### config.mk
export PLATFORM = sky130hd
export DESIGN_NAME = rob_commit_flat
export DESIGN_NICKNAME = d
export VERILOG_FILES = /design/src/rtl/rob_commit_if.sv /design/src/rtl/rob_commit.sv /design/src/flat_wrapper.sv
export SDC_FILE = /design/constraint.sdc
export NUM_CORES = 2
export LEC_CHECK = 0
export BUFFER_PORTS_ARGS = -buffer_cell sky130_fd_sc_hd__buf_2
export CAP_MARGIN = 20
export CORE_UTILIZATION = 54
export CTS_CLUSTER_SIZE = 40
export DETAILED_ROUTE_END_ITERATION = 6
export HOLD_SLACK_MARGIN = 0.03
export PLACE_DENSITY = 0.71
export SLEW_MARGIN = 5
export SYNTH_ARGS = -nofsm -noshare
export SYNTH_HDL_FRONTEND = slang
export SYNTH_SLANG_ARGS = --single-unit
### constraint.sdc
create_clock -name clk_in -period 5.8 [get_ports clk_in]
set_clock_uncertainty 0.05 [all_clocks]
set_input_delay 0.58 -clock clk_in [delete_from_list [all_inputs] [get_ports clk_in]]
set_output_delay 0.58 -clock clk_in [all_outputs]
set_load 0.05 [all_outputs]
### src/rtl/rob_commit_if.sv
// Bundles the decoder, query, writeback and commit signals of the reorder buffer.
// The ROB takes the slave modport; the driving environment takes the master modport.
interface rob_commit_if #(
   parameter int ROB_BITS = 4
);
   logic                rdy_in;
   logic                dc_valid;
   logic [1:0]          dc_type;
   logic [4:0]          dc_rd;
   logic                dc_pred_taken;
   logic [31:0]         dc_alt_pc;
   logic                rob_full;
   logic [ROB_BITS-1:0] rob_tail;
   logic [ROB_BITS-1:0] qry1_id;
   logic [ROB_BITS-1:0] qry2_id;
   logic                qry1_ready;
   logic                qry2_ready;
   logic [31:0]         qry1_val;
   logic [31:0]         qry2_val;
   logic                rs_has_output;
   logic [ROB_BITS-1:0] rs_rob_id;
   logic [31:0]         rs_output;
   logic                has_jalr_new_pc;
   logic [31:0]         jalr_new_pc;
   logic                is_lsb;
   logic [ROB_BITS-1:0] lsb_rob_id;
   logic [31:0]         lsb_res;
   logic                commit_valid;
   logic [4:0]          commit_rd;
   logic [31:0]         commit_val;
   logic [ROB_BITS-1:0] commit_rob_id;
   logic                commit_store;
   logic                rob_clear;
   logic [31:0]         clear_pc;

   modport master (
      output rdy_in, dc_valid, dc_type, dc_rd, dc_pred_taken, dc_alt_pc,
             qry1_id, qry2_id, rs_has_output, rs_rob_id, rs_output,
             has_jalr_new_pc, jalr_new_pc, is_lsb, lsb_rob_id, lsb_res,
      input  rob_full, rob_tail, qry1_ready, qry2_ready, qry1_val, qry2_val,
             commit_valid, commit_rd, commit_val, commit_rob_id, commit_store,
             rob_clear, clear_pc
   );

   modport slave (
      input  rdy_in, dc_valid, dc_type, dc_rd, dc_pred_taken, dc_alt_pc,
             qry1_id, qry2_id, rs_has_output, rs_rob_id, rs_output,
             has_jalr_new_pc, jalr_new_pc, is_lsb, lsb_rob_id, lsb_res,
      output rob_full, rob_tail, qry1_ready, qry2_ready, qry1_val, qry2_val,
             commit_valid, commit_rd, commit_val, commit_rob_id, commit_store,
             rob_clear, clear_pc
   );
endinterface

### src/rtl/rob_commit.sv
// Reorder buffer: allocates tags at issue, captures RS/LSB writebacks, forwards operands,
// retires in program order and raises a one-cycle flush with a restart PC on redirect.
module rob_commit #(
   parameter int ROB_BITS = 4
) (
   input  logic         clk_in,
   input  logic         rst_in,
   rob_commit_if.slave  bus
);
   localparam int         ROB_SIZE = 1 << ROB_BITS;
   localparam logic [1:0] T_BR     = 2'd1;
   localparam logic [1:0] T_ST     = 2'd2;
   localparam logic [1:0] T_JALR   = 2'd3;

   logic [ROB_BITS-1:0] r_head;
   logic [ROB_BITS-1:0] r_tail;
   logic [ROB_BITS:0]   r_count;

   logic                r_busy   [ROB_SIZE];
   logic                r_ready  [ROB_SIZE];
   logic [1:0]          r_type   [ROB_SIZE];
   logic [4:0]          r_rd     [ROB_SIZE];
   logic                r_pred   [ROB_SIZE];
   logic [31:0]         r_alt_pc [ROB_SIZE];
   logic [31:0]         r_value  [ROB_SIZE];

   logic                r_commit_valid;
   logic                r_commit_store;
   logic                r_rob_clear;
   logic [4:0]          r_commit_rd;
   logic [31:0]         r_commit_val;
   logic [ROB_BITS-1:0] r_commit_rob_id;
   logic [31:0]         r_clear_pc;

   logic w_act;
   logic w_issue;
   logic w_rs_wb;
   logic w_lsb_wb;
   logic w_commit;
   logic w_redirect;
   logic w_no_rd;

   function automatic logic f_redirect(input logic [1:0] typ, input logic taken,
                                       input logic pred);
      return (typ == T_JALR) || ((typ == T_BR) && (taken != pred));
   endfunction

   // Stored value first, then same-cycle RS broadcast, then same-cycle LSB broadcast.
   function automatic logic [32:0] f_lookup(
      input logic                id,       input logic        busy,
      input logic                ready,    input logic [31:0] value,
      input logic                rs_v,     input logic        rs_hit,
      input logic [31:0]         rs_val,   input logic        lsb_v,
      input logic                lsb_hit,  input logic [31:0] lsb_val
   );
      if (!busy)           return 33'd0;
      if (ready)           return {1'b1, value};
      if (rs_v && rs_hit)  return {1'b1, rs_val};
      if (lsb_v && lsb_hit) return {1'b1, lsb_val};
      return {id, 32'd0} & 33'd0;
   endfunction

   // The flush cycle itself ignores issue, writeback and commit.
   assign w_act      = bus.rdy_in & ~r_rob_clear;
   assign w_issue    = w_act & bus.dc_valid;
   assign w_rs_wb    = w_act & bus.rs_has_output & r_busy[bus.rs_rob_id];
   assign w_lsb_wb   = w_act & bus.is_lsb & r_busy[bus.lsb_rob_id];
   assign w_commit   = w_act & r_busy[r_head] & r_ready[r_head];
   assign w_redirect = f_redirect(r_type[r_head], r_value[r_head][0], r_pred[r_head]);
   assign w_no_rd    = (r_type[r_head] == T_BR) || (r_type[r_head] == T_ST);

   always_ff @(posedge clk_in or posedge rst_in) begin
      if (rst_in) begin
         r_head          <= '0;
         r_tail          <= '0;
         r_count         <= '0;
         r_commit_valid  <= 1'b0;
         r_commit_store  <= 1'b0;
         r_rob_clear     <= 1'b0;
         r_commit_rd     <= '0;
         r_commit_val    <= '0;
         r_commit_rob_id <= '0;
         r_clear_pc      <= '0;
         for (int i = 0; i < ROB_SIZE; i++) begin
            r_busy[i]  <= 1'b0;
            r_ready[i] <= 1'b0;
         end
      end else if (bus.rdy_in) begin
         if (r_rob_clear) begin
            r_head         <= '0;
            r_tail         <= '0;
            r_count        <= '0;
            r_commit_valid <= 1'b0;
            r_commit_store <= 1'b0;
            r_rob_clear    <= 1'b0;
            for (int i = 0; i < ROB_SIZE; i++) begin
               r_busy[i]  <= 1'b0;
               r_ready[i] <= 1'b0;
            end
         end else begin
            r_commit_valid <= w_commit;
            r_commit_store <= w_commit & (r_type[r_head] == T_ST);
            r_rob_clear    <= w_commit & w_redirect;
            if (w_commit) begin
               r_commit_rd     <= w_no_rd ? 5'd0 : r_rd[r_head];
               r_commit_val    <= r_value[r_head];
               r_commit_rob_id <= r_head;
               if (w_redirect) r_clear_pc <= r_alt_pc[r_head];
               r_busy[r_head]  <= 1'b0;
               r_head          <= r_head + 1'b1;
            end
            if (w_rs_wb)  r_ready[bus.rs_rob_id]  <= 1'b1;
            if (w_lsb_wb) r_ready[bus.lsb_rob_id] <= 1'b1;
            // Issue last: when full, the freed head slot is the new tail slot.
            if (w_issue) begin
               r_busy[r_tail]  <= 1'b1;
               r_ready[r_tail] <= (bus.dc_type == T_ST);
               r_tail          <= r_tail + 1'b1;
            end
            r_count <= r_count + (ROB_BITS+1)'(w_issue) - (ROB_BITS+1)'(w_commit);
         end
      end
   end

   always_ff @(posedge clk_in) begin
      if (w_act) begin
         if (w_rs_wb) begin
            r_value[bus.rs_rob_id] <= bus.rs_output;
            if (bus.has_jalr_new_pc) r_alt_pc[bus.rs_rob_id] <= bus.jalr_new_pc;
         end
         if (w_lsb_wb) r_value[bus.lsb_rob_id] <= bus.lsb_res;
         if (w_issue) begin
            r_type[r_tail]   <= bus.dc_type;
            r_rd[r_tail]     <= bus.dc_rd;
            r_pred[r_tail]   <= bus.dc_pred_taken;
            r_alt_pc[r_tail] <= bus.dc_alt_pc;
         end
      end
   end

   assign {bus.qry1_ready, bus.qry1_val} = f_lookup(
      1'b0, r_busy[bus.qry1_id], r_ready[bus.qry1_id], r_value[bus.qry1_id],
      bus.rs_has_output, bus.rs_rob_id == bus.qry1_id, bus.rs_output,
      bus.is_lsb, bus.lsb_rob_id == bus.qry1_id, bus.lsb_res);
   assign {bus.qry2_ready, bus.qry2_val} = f_lookup(
      1'b0, r_busy[bus.qry2_id], r_ready[bus.qry2_id], r_value[bus.qry2_id],
      bus.rs_has_output, bus.rs_rob_id == bus.qry2_id, bus.rs_output,
      bus.is_lsb, bus.lsb_rob_id == bus.qry2_id, bus.lsb_res);

   // Pulses are held while frozen and shown only when enabled, so each is seen once.
   assign bus.commit_valid  = r_commit_valid & bus.rdy_in;
   assign bus.commit_store  = r_commit_store & bus.rdy_in;
   assign bus.rob_clear     = r_rob_clear & bus.rdy_in;
   assign bus.commit_rd     = r_commit_rd;
   assign bus.commit_val    = r_commit_val;
   assign bus.commit_rob_id = r_commit_rob_id;
   assign bus.clear_pc      = r_clear_pc;
   assign bus.rob_full      = (r_count == (ROB_BITS+1)'(ROB_SIZE));
   assign bus.rob_tail      = r_tail;
endmodule

### src/flat_wrapper.sv
// flat-port wrapper written by rule: the top's interface ports become plain ports
module rob_commit_flat 
#(
   parameter int ROB_BITS = 4
)
  (clk_in, rst_in, bus_rdy_in, bus_dc_valid, bus_dc_type, bus_dc_rd, bus_dc_pred_taken, bus_dc_alt_pc, bus_qry1_id, bus_qry2_id, bus_rs_has_output, bus_rs_rob_id, bus_rs_output, bus_has_jalr_new_pc, bus_jalr_new_pc, bus_is_lsb, bus_lsb_rob_id, bus_lsb_res, bus_rob_full, bus_rob_tail, bus_qry1_ready, bus_qry2_ready, bus_qry1_val, bus_qry2_val, bus_commit_valid, bus_commit_rd, bus_commit_val, bus_commit_rob_id, bus_commit_store, bus_rob_clear, bus_clear_pc);
  rob_commit_if #(.ROB_BITS(ROB_BITS)) bus_i ();
  input  logic clk_in;
  input  logic rst_in;
  input wire logic [$bits(bus_i.rdy_in)-1:0] bus_rdy_in;
  input wire logic [$bits(bus_i.dc_valid)-1:0] bus_dc_valid;
  input wire logic [$bits(bus_i.dc_type)-1:0] bus_dc_type;
  input wire logic [$bits(bus_i.dc_rd)-1:0] bus_dc_rd;
  input wire logic [$bits(bus_i.dc_pred_taken)-1:0] bus_dc_pred_taken;
  input wire logic [$bits(bus_i.dc_alt_pc)-1:0] bus_dc_alt_pc;
  input wire logic [$bits(bus_i.qry1_id)-1:0] bus_qry1_id;
  input wire logic [$bits(bus_i.qry2_id)-1:0] bus_qry2_id;
  input wire logic [$bits(bus_i.rs_has_output)-1:0] bus_rs_has_output;
  input wire logic [$bits(bus_i.rs_rob_id)-1:0] bus_rs_rob_id;
  input wire logic [$bits(bus_i.rs_output)-1:0] bus_rs_output;
  input wire logic [$bits(bus_i.has_jalr_new_pc)-1:0] bus_has_jalr_new_pc;
  input wire logic [$bits(bus_i.jalr_new_pc)-1:0] bus_jalr_new_pc;
  input wire logic [$bits(bus_i.is_lsb)-1:0] bus_is_lsb;
  input wire logic [$bits(bus_i.lsb_rob_id)-1:0] bus_lsb_rob_id;
  input wire logic [$bits(bus_i.lsb_res)-1:0] bus_lsb_res;
  output wire logic [$bits(bus_i.rob_full)-1:0] bus_rob_full;
  output wire logic [$bits(bus_i.rob_tail)-1:0] bus_rob_tail;
  output wire logic [$bits(bus_i.qry1_ready)-1:0] bus_qry1_ready;
  output wire logic [$bits(bus_i.qry2_ready)-1:0] bus_qry2_ready;
  output wire logic [$bits(bus_i.qry1_val)-1:0] bus_qry1_val;
  output wire logic [$bits(bus_i.qry2_val)-1:0] bus_qry2_val;
  output wire logic [$bits(bus_i.commit_valid)-1:0] bus_commit_valid;
  output wire logic [$bits(bus_i.commit_rd)-1:0] bus_commit_rd;
  output wire logic [$bits(bus_i.commit_val)-1:0] bus_commit_val;
  output wire logic [$bits(bus_i.commit_rob_id)-1:0] bus_commit_rob_id;
  output wire logic [$bits(bus_i.commit_store)-1:0] bus_commit_store;
  output wire logic [$bits(bus_i.rob_clear)-1:0] bus_rob_clear;
  output wire logic [$bits(bus_i.clear_pc)-1:0] bus_clear_pc;
  assign bus_i.rdy_in = bus_rdy_in;
  assign bus_i.dc_valid = bus_dc_valid;
  assign bus_i.dc_type = bus_dc_type;
  assign bus_i.dc_rd = bus_dc_rd;
  assign bus_i.dc_pred_taken = bus_dc_pred_taken;
  assign bus_i.dc_alt_pc = bus_dc_alt_pc;
  assign bus_i.qry1_id = bus_qry1_id;
  assign bus_i.qry2_id = bus_qry2_id;
  assign bus_i.rs_has_output = bus_rs_has_output;
  assign bus_i.rs_rob_id = bus_rs_rob_id;
  assign bus_i.rs_output = bus_rs_output;
  assign bus_i.has_jalr_new_pc = bus_has_jalr_new_pc;
  assign bus_i.jalr_new_pc = bus_jalr_new_pc;
  assign bus_i.is_lsb = bus_is_lsb;
  assign bus_i.lsb_rob_id = bus_lsb_rob_id;
  assign bus_i.lsb_res = bus_lsb_res;
  assign bus_rob_full = bus_i.rob_full;
  assign bus_rob_tail = bus_i.rob_tail;
  assign bus_qry1_ready = bus_i.qry1_ready;
  assign bus_qry2_ready = bus_i.qry2_ready;
  assign bus_qry1_val = bus_i.qry1_val;
  assign bus_qry2_val = bus_i.qry2_val;
  assign bus_commit_valid = bus_i.commit_valid;
  assign bus_commit_rd = bus_i.commit_rd;
  assign bus_commit_val = bus_i.commit_val;
  assign bus_commit_rob_id = bus_i.commit_rob_id;
  assign bus_commit_store = bus_i.commit_store;
  assign bus_rob_clear = bus_i.rob_clear;
  assign bus_clear_pc = bus_i.clear_pc;
  rob_commit #(.ROB_BITS(ROB_BITS)) u_core (.clk_in(clk_in), .rst_in(rst_in), .bus(bus_i));
endmodule
==> summary by stage <==
Clock tree
After clock tree synthesis, the clock-pin slew on the worst setup and hold paths is 60 ps. Counting along the longest clock path gives a buffer depth of 3. Clock latency on the worst-skew pair, taken at its later pin, is between 800 and 900 ps. TritonCTS built the clock tree. The total of hold buffers inserted after clock tree synthesis is 1. The H-tree was split into 4 levels. After clock tree synthesis, the repair step resized 0 gates. The post-CTS setup repair buffer count is 0. CTS saw 1273 sinks. Clock tree synthesis inserted a total of 142 buffers.

CTS placed an instance of clkbuf_16 at the clock tree root.

Logic synthesis
Of the total synthesized cell area, the portion taken by AND, OR, NAND and NOR gates is 4.58%. The post-synthesis average cell area is 15.6 um^2. The synthesized design spends more area on one cell type than any other, namely edfxtp_1. Yosys mapped a number of flops with a built-in enable equal to ~1200.

In this run, distinct cell masters in the synthesized netlist total 61. Yosys printed 0 warnings. In this run the cell area of the synthesized design comes to 0.0729 mm^2.

Measured against the total synthesized area, the mux share comes to 36.0%. The prevailing post-synth register cell is edfxtp_1. When the netlist entered floorplanning its net count stood at 4867. The synthesized netlist cell count is 4690. Summing the areas of all xor and xnor instances in the mapped netlist gives 0.230% of the synthesized area.

The share of the Yosys chip area taken by registers is between 50% and 60%. The synthesized netlist devotes 3.76% of its cell area to compound gates. Of all flip-flops after synthesis, the portion carrying an async set or reset was 9.51%.

After synthesis, the largest family of logic cells by area is multiplexers. Synthesis inferred between 1000 and 1500 register bits. Yosys attributes the largest share of cell area to edfxtp_1 (47%), mux4_2 (21%), mux2_2 (14%), dfrtp_1 (4.2%), nand2_1 (3.0%). The fraction of post-synthesis cell area in the top cell type by area is 47.4%.

Summing the areas of all fa, ha and maj instances in the mapped netlist gives 0.319% of the synthesized area.

Timing
The time the final worst path needs with I/O delays and setup is 4810 ps. The worst path uses between 80 and 90% of the clock period. For this run, the top clock speed supported by timing is between 0.2 and 0.25 GHz. After routing, the total negative slack on setup checks comes to 0 ps. The worst-margin pin slew is 1190 ps. The count of final setup violators is 0. Setup repair after global routing left no endpoint under its margin. The final-report hold violation count is 0.

The headroom to the max-slew limit is 20.5%. The count of pins over their slew limit is 0.

Placement
The weighted congestion reported at the end of routability-driven placement is 0.885. Input and output buffers added on the ports amount to between 300 and 400. Detailed placement finished with a half-perimeter wire length of 130 mm.

Worst setup path
Walking the worst path, the cells encountered are buf_2 > buf_4 > mux2i_1 > nand2_1 > o21ai_4 > buf_4 > nor2_1 > a211oi_1 > buf_2. The logic depth of the worst setup path including buffers is 9. The arrival time of the worst setup path is 4180 ps.

The most critical setup path has its startpoint at bus_qry1_id[3]. Counting both buffers and inverters, the worst setup path holds a total of 4. The number of cells traversed by the worst register-to-register path is 7. The delay contributed by the slowest stage of the critical path is about 700 ps. In this run the worst setup path terminates at bus_qry1_val[3]. STA classifies the critical path endpoint as an output port. At the worst endpoint, the required time is 5170 ps. The maximum fanout along the worst path is 64. The worst setup slack for register-to-register paths is 1280 ps.

The critical path in this run is classified as primary input to output port. The critical register-to-register path endpoint is u_core.bus.clear_pc[9]$_DFFE_PP0P_. On the critical path, the stage with the largest delay is an instance of buf_4.

The cell class contributing the biggest share of worst-path delay is buffers and inverters. The startpoint of the worst register-to-register path is u_core.r_head[0]$_DFFE_PP0P_. The startpoint type of the worst setup path is a primary input.

Route
After detailed routing, the number of vias per cell comes to approximately 7.2. Summing over every cut layer, the via total after detailed routing is ~48000. In the final routed layout, each cell accounts on average for between 30 and 40 um. The DRC violation count after routing is 42.

Summed over all layers, the routed wires come to 234 mm. The count of nets left with antenna violations after detail routing is 0. The first-pass detailed-route iteration total is 7. For this block, the initial DRC count from the detailed router was 6344.

Cells and area
The layout overhead on the synthesized area is 10.6%. The layout net count is 4915. Cells with a size suffix above 1 make up about half of the layout.

The library cell used most frequently in the layout, excluding fill and tap cells, is edfxtp_1. The library cells used most frequently in the layout, excluding fill and tap cells, are edfxtp_1 (1152), mux2_2 (898), mux4_2 (679). The number of fill cells is 10122. Cells fill 60.3% of the core in the end.

Die
The initial utilization of the core area, before any placement, comes to roughly 55%. From bottom edge to top edge, the die measures 370 um. The floorplan core area is 0.134 mm^2. The die extent in x is 370 um. The die covers 0.137 mm^2. The number of I/O pins is 306. The floorplan has 134 rows.

Power
Across the VDD grid, the largest voltage drop is 0.000389 V. The static leakage is 27.1 nW. In this run the power density over the cells is 402 mW/mm^2.

Outcome
The run finished, with violations left. The final reports fail on design-rule violations.

Global route
The number of antenna violations at the first check in global routing was 32. The number of global-route vias before repair was 47673. The largest net degree at the start of global routing is between 100 and 150. After global routing the overflow that remains totals 0. Global routing used between 30% and 40% of the available tracks. The global-route wire length before repair is 336 mm.

Run
Across the run, the number of max-cap violations was 0.

Hold path
The type of the tightest min-delay check is primary input to register. The startpoint identified for the worst hold timing path is bus_dc_type[1].
-- metrics by stage --
| stage | cells | instance area (um^2) | setup WS (ps) | total power [mW] | hold slack (ps) |
|---|---|---|---|---|---|
| 4_1_cts | 6623 | 80500 | 1070 | 32.3 | 67.7 |
| 2_1_floorplan | 4690 | 72900 | 1240 | 20.1 | 396 |
| 5_1_grt | 6634 | 80600 | 1020 | 33.4 | 109 |
| 6_report | 6643 | 80600 | 988 | 32.4 | 117 |
| 3_5_place_dp | 6358 | 75900 | 1130 | 23.3 | 410 |
| 3_3_place_gp | 6358 | 75900 | 1100 | 23.1 | 406 |
-- cell usage after synthesis (3+ instances only) --
master,number
a221oi_2,26
a221oi_1,22
a211o_1,16
ha_1,17
mux2i_1,84
o22ai_1,15
nor4_1,47
mux2_2,898
o311ai_1,11
nand2b_1,9
o311ai_0,6
a211oi_1,65
a22o_1,36
nor2b_1,26
and2_1,4
a221o_1,9
nand3_1,19
edfxtp_1,1152
buf_1,77
nor2_1,90
dfrtp_1,121
a21oi_1,4
inv_1,44
nand2_1,584
buf_2,127
a22oi_1,10
mux4_2,679
xnor2_1,6
clkinv_1,4
nor3_1,6
a311o_1,17
buf_4,26
clkbuf_1,281
o21a_1,6
nand4_1,3
buf_6,20
xor2_1,10
o21ai_0,70
a311oi_1,16
-- power breakdown --
group | switching, mW | internal, mW | total, mW
Sequential | 0.603 | 10.8 | 11.4
Combinational | 7.51 | 4.43 | 11.9
Clock | 3.98 | 5.14 | 9.12
-- registers in the layout (all words and copies together) (netlist names) --
name	cells
u_core.r_type	32
u_core.r_commit_store	1
u_core.bus.commit_val	32
u_core.r_rd	80
u_core.bus.commit_rob_id	4
u_core.r_commit_valid	1
u_core.bus.clear_pc	32
u_core.bus.rob_tail	4
u_core.r_count	5
u_core.r_ready	16
u_core.r_alt_pc	512
u_core.r_rob_clear	1
u_core.r_pred	16
u_core.r_busy	16
u_core.bus.commit_rd	5
u_core.r_head	4
u_core.r_value	512
-- per-layer routing --
layer | part of all wire (%) | track usage, % | routed length (um) | vias up
li1 | - | - | - | 18969
met5 | 0.065 | 0 | 151 | -
met2 | 47 | 53.8 | 110000 | 3347
met3 | 12 | 8.93 | 27500 | 722
met4 | 5.3 | 16.9 | 12300 | 24
met1 | 36 | 44.5 | 83300 | 24660
-- layout make-up --
| type | instances | area, um^2 | area share [%] |
|---|---|---|---|
| tap | 1768 | 2210 | 2.74 |
| clock buffer | 176 | 3750 | 4.65 |
| inverter | 50 | 195 | 0.242 |
| multi-input combinational | 2836 | 33300 | 41.2 |
| clock inverter | 88 | 888 | 1.10 |
| sequential | 1273 | 37600 | 46.7 |
| antenna | 17 | 42.5 | 0.0528 |
| timing repair buffer | 435 | 2650 | 3.29 |
-- worst min path at each step --
stage / endpoint / slack (ps) / depth (start not counted)
floorplan: u_core.r_commit_valid$_DFFE_PP0P_ / 400 / 1
global placement: u_core.bus.commit_val[26]$_DFFE_PP0P_ / 410 / 2
detailed placement: u_core.bus.commit_val[22]$_DFFE_PP0P_ / 410 / 2
CTS: u_core.r_type[13][1]$_DFFE_PP_ / 70 / 1
global route: u_core.r_pred[1]$_DFFE_PP_ / 110 / 1
finish: u_core.r_type[13][1]$_DFFE_PP_ / 120 / 1
-- kinds of logic (layout without fill, tap and decap cells) --
logic type | Yosys count | after routing
mux | 1661 | 1661
flops | 1273 | 1273
simple gates | 801 | 801
buf+inv | 581 | 749
compound gates | 339 | 339
fa+ha+maj | 18 | 18
xor+xnor | 17 | 17
other cells | 0 | 17
No activity file was read; power rests on OpenSTA's default activity.
